<file path="src/rtl/pipeline_sequencer_pkg.sv">
// Shared types and constants for the 5-stage pipeline run/stall/flush sequencer.
package pipeline_sequencer_pkg;

  typedef enum logic [1:0] {
    IDLE   = 2'd0,
    RUN    = 2'd1,
    DRAIN  = 2'd2,
    HALTED = 2'd3
  } seq_state_t;

  localparam logic [4:0]  REG_ZERO             = 5'd0;
  localparam int unsigned DEFAULT_DRAIN_CYCLES = 4;

endpackage

</file>
<file path="src/rtl/pipeline_sequencer_hazard_detect.sv">
// Combinational decode of MEM-stage redirects and EX->ID load-use hazards.
module hazard_detect
  import pipeline_sequencer_pkg::*;
(
  input  logic       ex_mem_read,
  input  logic [4:0] ex_rt,
  input  logic [4:0] id_rs,
  input  logic [4:0] id_rt,
  input  logic       id_uses_rt,
  input  logic       mem_branch,
  input  logic       mem_zero,
  input  logic       mem_jump,
  output logic       stall_req,
  output logic       redirect
);

  always_comb begin
    redirect  = mem_jump | (mem_branch & mem_zero);
    // $0 is hardwired, so a load targeting it never produces a dependency
    stall_req = ex_mem_read & (ex_rt != REG_ZERO) &
                ((ex_rt == id_rs) | (id_uses_rt & (ex_rt == id_rt)));
  end

endmodule

</file>
<file path="src/rtl/pipeline_sequencer.sv">
// Run/stall/flush controller: start/halt FSM, per-stage enable/flush strobes, event counters.
module pipeline_sequencer
  import pipeline_sequencer_pkg::*;
#(
  parameter int unsigned DRAIN_CYCLES = DEFAULT_DRAIN_CYCLES,
  parameter int unsigned CNT_W        = 16
) (
  input  logic             clk,
  input  logic             arst_n,
  input  logic             start,
  input  logic             halt_req,
  input  logic [4:0]       id_rs,
  input  logic [4:0]       id_rt,
  input  logic             id_uses_rt,
  input  logic             ex_mem_read,
  input  logic [4:0]       ex_rt,
  input  logic             mem_branch,
  input  logic             mem_zero,
  input  logic             mem_jump,
  output logic             pc_en,
  output logic             if_id_en,
  output logic             if_id_flush,
  output logic             id_ex_en,
  output logic             id_ex_flush,
  output logic             ex_mem_flush,
  output logic             mem_wb_en,
  output logic             running,
  output logic             halted,
  output logic [CNT_W-1:0] stall_cnt,
  output logic [CNT_W-1:0] flush_cnt
);

  localparam int unsigned DW = (DRAIN_CYCLES > 1) ? $clog2(DRAIN_CYCLES) : 1;

  seq_state_t    state;
  logic [DW-1:0] drain_cnt;
  logic          stall_req;
  logic          redirect;

  hazard_detect u_hazard_detect (
    .ex_mem_read (ex_mem_read),
    .ex_rt       (ex_rt),
    .id_rs       (id_rs),
    .id_rt       (id_rt),
    .id_uses_rt  (id_uses_rt),
    .mem_branch  (mem_branch),
    .mem_zero    (mem_zero),
    .mem_jump    (mem_jump),
    .stall_req   (stall_req),
    .redirect    (redirect)
  );

  always_ff @(posedge clk) begin
    if (!arst_n) begin
      state     <= IDLE;
      drain_cnt <= '0;
      stall_cnt <= '0;
      flush_cnt <= '0;
    end else begin
      case (state)
        IDLE: begin
          if (start) state <= RUN;
        end
        RUN: begin
          if (redirect) begin
            if (flush_cnt != '1) flush_cnt <= flush_cnt + 1'b1;
          end else if (stall_req) begin
            if (stall_cnt != '1) stall_cnt <= stall_cnt + 1'b1;
          end
          if (halt_req) begin
            state     <= DRAIN;
            drain_cnt <= DW'(DRAIN_CYCLES - 1);
          end
        end
        DRAIN: begin
          if (redirect && flush_cnt != '1) flush_cnt <= flush_cnt + 1'b1;
          if (drain_cnt == '0) state <= HALTED;
          else                 drain_cnt <= drain_cnt - 1'b1;
        end
        HALTED: begin
          if (start) state <= RUN;
        end
        default: state <= IDLE;
      endcase
    end
  end

  // Strobes follow the registered state plus same-cycle hazard decode
  always_comb begin
    pc_en        = 1'b0;
    if_id_en     = 1'b0;
    if_id_flush  = 1'b0;
    id_ex_en     = 1'b0;
    id_ex_flush  = 1'b0;
    ex_mem_flush = 1'b0;
    mem_wb_en    = 1'b0;
    case (state)
      RUN: begin
        pc_en     = 1'b1;
        if_id_en  = 1'b1;
        id_ex_en  = 1'b1;
        mem_wb_en = 1'b1;
        if (redirect) begin
          if_id_flush  = 1'b1;
          id_ex_flush  = 1'b1;
          ex_mem_flush = 1'b1;
        end else if (stall_req) begin
          pc_en       = 1'b0;
          if_id_en    = 1'b0;
          id_ex_flush = 1'b1;
        end
      end
      DRAIN: begin
        if_id_en    = 1'b1;
        if_id_flush = 1'b1;
        id_ex_en    = 1'b1;
        mem_wb_en   = 1'b1;
        if (redirect) begin
          id_ex_flush  = 1'b1;
          ex_mem_flush = 1'b1;
        end
      end
      default: ;
    endcase
    running = (state == RUN);
    halted  = (state == HALTED);
  end

endmodule

</file>
<file path="config.mk">
export PLATFORM = sky130hd
export DESIGN_NAME = pipeline_sequencer
export DESIGN_NICKNAME = d
export VERILOG_FILES = /design/src/rtl/pipeline_sequencer_pkg.sv /design/src/rtl/pipeline_sequencer_hazard_detect.sv /design/src/rtl/pipeline_sequencer.sv
export SDC_FILE = /design/constraint.sdc
export NUM_CORES = 1
export LEC_CHECK = 0
export ABC_CLOCK_PERIOD_IN_PS = 6200
export CAP_MARGIN = 20
export CORE_MARGIN = 8
export CORE_UTILIZATION = 50
export DETAILED_ROUTE_END_ITERATION = 8
export PLACE_DENSITY = 0.93
export SYNTH_ARGS = -nofsm -noshare
export SYNTH_HDL_FRONTEND = slang
export SYNTH_SLANG_ARGS = --single-unit
</file>
<file path="constraint.sdc">
create_clock -name clk -period 6.2 [get_ports clk]
set_clock_uncertainty 0.2 [all_clocks]
set_input_delay 1.24 -clock clk [delete_from_list [all_inputs] [get_ports clk]]
set_output_delay 1.24 -clock clk [all_outputs]
set_load 0.1 [all_outputs]
</file>
==> qor_table.md <==
| Group | Result | Value |
|:---|:---|:---|
| global routing | Maximum number of pins on one net before global-route repair | 32 |
| yosys | Synthesized flop and latch total | 36 |
| power and ir drop | Power density relative to cell area | 322 nW/µm² |
| timing | Total count of max-transition violations in the final report | 0 |
| clock network | Number of H-tree branching levels | 2 |
| outcome | Result of the run | completed |
| critical path | Slowest stage cell, crit path | sky130_fd_sc_hd__clkdlybuf4s50_1 |
| final layout | Post-route core utilization | 70.2% |
| critical path | Worst Setup Start Kind | primary input |
| global routing | Via count of the first global-routing pass | 1981 |
| timing | Worst Tran Pin Value | 995 ps |
| yosys | Share of the yosys chip area belonging to registers | 34.4% |
| timing | RSZ-0062 raised after global routing | no |
| placement | Quantity of I/O buffers inserted on ports | 64 |
| final layout | Final net count | 343 |
| yosys | Main flop type after synthesis | sky130_fd_sc_hd__dfxtp_1 |
| routing | Drt first pass iters | 4 |
| global routing | Global-route wire length before repair | 9.19 mm |
| floorplanning | Vertical die dimension | 80.7 µm |
| yosys | Ys Warns | 0 |
| placement | Inst Count DP | 355 |
| final layout | Layout cells sized above 1 | 4.15% |
| global routing | Number of antenna violations at the first check in global routing | 0 |
| yosys | Top-area cell type share of the netlist area | 34.4% |
| critical path | Type of destination of the critical path | primary output |
| placement | RePlAce Congestion | 0.891 |
| critical path | Combined buffer and inverter count along the critical path | 3 |
| critical path | Required time reported for the critical path endpoint | 4760 ps |
| timing | Maximum frequency from static timing analysis | 211 MHz |
| floorplanning | Standard cell core area | 4030 µm² |
| clock network | Source-to-sink clock delay at the later pin of the worst-skew pair | 290 ps |
| critical path | Most frequent cell on the critical path | sky130_fd_sc_hd__buf_4 |
| critical path | Kind of cell adding the most delay to the critical path | buffers and inverters |
| timing | Slew margin rel. | 33.4% |
| yosys | Cell type with the largest total area after synthesis | sky130_fd_sc_hd__dfxtp_1 |
| clock network | Clk pin slew, worst setup/hold paths | 70 ps |
| yosys | Number of flops mapped to enable cells by yosys | 0 |
| power and ir drop | Worst ir drop on vdd | 0.360 mV |
| floorplanning | Initial Util | 51.9% |
| routing | Mean routed wirelength per cell | 15.7 µm |
| critical path | CP max FO | 31 |
| routing | Antenna viol nets, final | 0 |
| timing | Portion of the clock cycle consumed by the worst path in the final layout | 76.3% |
| final layout | Layout Area Growth over Synthesis | 35.1% |
| timing | Final critical-path required period | 4730 ps |
| clock network | Maximum buffer depth of the clock tree | 2 |
| floorplanning | Floorplan die width | 80.7 µm |
| global routing | Remaining Overflow, GRT | 0 |
| clock network | Clk sink count | 36 |
| yosys | Synth top area cells | sky130_fd_sc_hd__dfxtp_1 34%, sky130_fd_sc_hd__xor2_1 8.4%, sky130_fd_sc_hd__nor2_1 4.3% |
| yosys | Count of unique library cells instantiated by Yosys | 46 |
| floorplanning | Number of standard-cell rows in the floorplan | 23 |
| final layout | Number of non-filler instances in the completed layout | 363 |
| yosys | Cell count after synthesis | 252 |
| min path | Hold Crit Class | reg -> reg |
| clock network | Cell at the root of the clock tree | sky130_fd_sc_hd__clkbuf_8 |
| yosys | Average cell area after synthesis | 8.30 µm² |
| routing | DR vias/cell | 5.98 |
| critical path | Category of the most critical setup path | in -> out |
| timing | WHS | 295 ps |
| routing | Wirelength, routed | 5.69 mm |
| routing | Starting DRT DRC Count | 162 |
| final layout | Count of antenna diodes in the layout | 0 |
| routing | Number of vias after detailed routing | 2171 |
| clock network | Clock tree from TritonCTS | yes |
| critical path | Biggest cell delay along the critical path | 540 ps |
| clock network | CTS Hold Buffers Added | 0 |
| yosys | Ys async rst share | 0% |
| final layout | Most common cell after layout, fill and taps aside | sky130_fd_sc_hd__clkdlybuf4s50_1 |
| clock network | TritonCTS Buffers | 5 |
| critical path | Crit-path cells | clkdlybuf4s50_1 > xor2_1 > nor4_1 > a32oi_1 > buf_4 > nor2b_1 > a311oi_1 > buf_4 |
| timing | Setup Total Neg Slack | 0 ps |
| yosys | Post-synth net total | 283 |
| timing | Hold violation total from the final report | 0 |
| floorplanning | Area of the die | 6510 µm² |
| clock network | Post-CTS Repair Setup Buffers | 0 |
| floorplanning | Number of placed I/O pins | 65 |
| placement | Post-detail-place hpwl | 4.16 mm |
| clock network | Post-cts resize count | 0 |
| yosys | Area of the mapped netlist | 2090 µm² |
| power and ir drop | Leakage power figure | 0.966 nW |
| routing | Residual DRC | 0 |
| final layout | Commonest cells after routing, fill and taps aside | 61 x sky130_fd_sc_hd__clkdlybuf4s50_1, 36 x sky130_fd_sc_hd__dfxtp_1, 24 x sky130_fd_sc_hd__nor2_1, 20 x sky130_fd_sc_hd__xor2_1 |
| timing | Endpoints failing setup | 0 |
| critical path | Crit path DAT | 3290 ps |
| run | Maximum capacitance violations | 0 |
| global routing | Overall global routing resource usage | 17.5% |
layout make-up:
cell class,count,area [µm²]
timing repair buffer,65,641
tap,50,62.6
fill,313,1200
clock buffer,7,86.3
clock inverter,1,7.51
multi-input combinational,193,1270
sequential,36,721
inverter,11,41.3
final timing paths:
| kind | startpoint | to | slack [ps] | cells after the start |
|---|---|---|---|---|
| setup / recovery | ex_rt[3] | if_id_en | 1470 | 8 |
| hold / removal | stall_cnt[15] | stall_cnt[15] | 290 | 2 |
| setup reg to reg | state[0] | flush_cnt[11] | 3660 | 6 |
| hold reg to reg | stall_cnt[15] | stall_cnt[15] | 290 | 2 |
flip-flops by register name (all words and copies together) (netlist names):
register and count:
flush_cnt 16, stall_cnt 16, state 2, drain_cnt 2
metal layers:
layer	global-route usage (%)	vias to the layer above	share of wire, %
li1	-	1051	-
met1	19.8	1025	42
met2	28.3	87	46
met3	7.48	8	10
met4	6.61	0	1.6
met5	0	-	0
synthesized netlist by cell type (3+ instances only):
cell type,n
sky130_fd_sc_hd__inv_1,11
sky130_fd_sc_hd__dfxtp_1,36
sky130_fd_sc_hd__or4_1,12
sky130_fd_sc_hd__nor2_1,24
sky130_fd_sc_hd__nor4_1,5
sky130_fd_sc_hd__clkbuf_1,7
sky130_fd_sc_hd__a21oi_1,17
sky130_fd_sc_hd__nand4_1,8
sky130_fd_sc_hd__xnor2_1,3
sky130_fd_sc_hd__xor2_1,20
sky130_fd_sc_hd__ha_1,7
sky130_fd_sc_hd__nand3_1,9
sky130_fd_sc_hd__mux2i_1,5
sky130_fd_sc_hd__and3_1,5
sky130_fd_sc_hd__nand2_1,17
sky130_fd_sc_hd__o211ai_1,3
sky130_fd_sc_hd__o31ai_1,10
sky130_fd_sc_hd__and4_1,4
sky130_fd_sc_hd__o21ai_0,5
sky130_fd_sc_hd__nand2b_1,5
sky130_fd_sc_hd__nor3_1,5
report_power, final:
part	switching [W]	internal, W
registers	0.0000163	0.000247
clock network	0.0000864	0.0000903
logic	0.000357	0.000114
total	0.000459	0.000450
kinds of logic after synthesis:
kind of cell / after synthesis / share of synthesized area, %
buffers and inverters: 23 / 4.96
adder cells (fa/ha/maj): 7 / 4.19
multiplexers: 5 / 2.39
AO/OA/AOI/OAI: 54 / 17.1
AND/OR/NAND/NOR: 104 / 27.3
XOR/XNOR: 23 / 9.63
flip-flops: 36 / 34.4
through the flow:
step	power [W]	instance area (µm²)	setup WS (ps)
6_report	0.000910	2830	1470
5_1_grt	0.000952	2830	1350
4_1_cts	0.000916	2830	1490
3_5_place_dp	0.000740	2730	1500
3_3_place_gp	0.000732	2730	1530
2_1_floorplan	0.000638	2090	300
tightest hold or removal path, stage by stage, from the launching register on:
cell                      delay, ps
sky130_fd_sc_hd__dfxtp_1        340
sky130_fd_sc_hd__nand2_1         60
sky130_fd_sc_hd__mux2i_1         50
No activity file was read; power rests on OpenSTA's default activity.
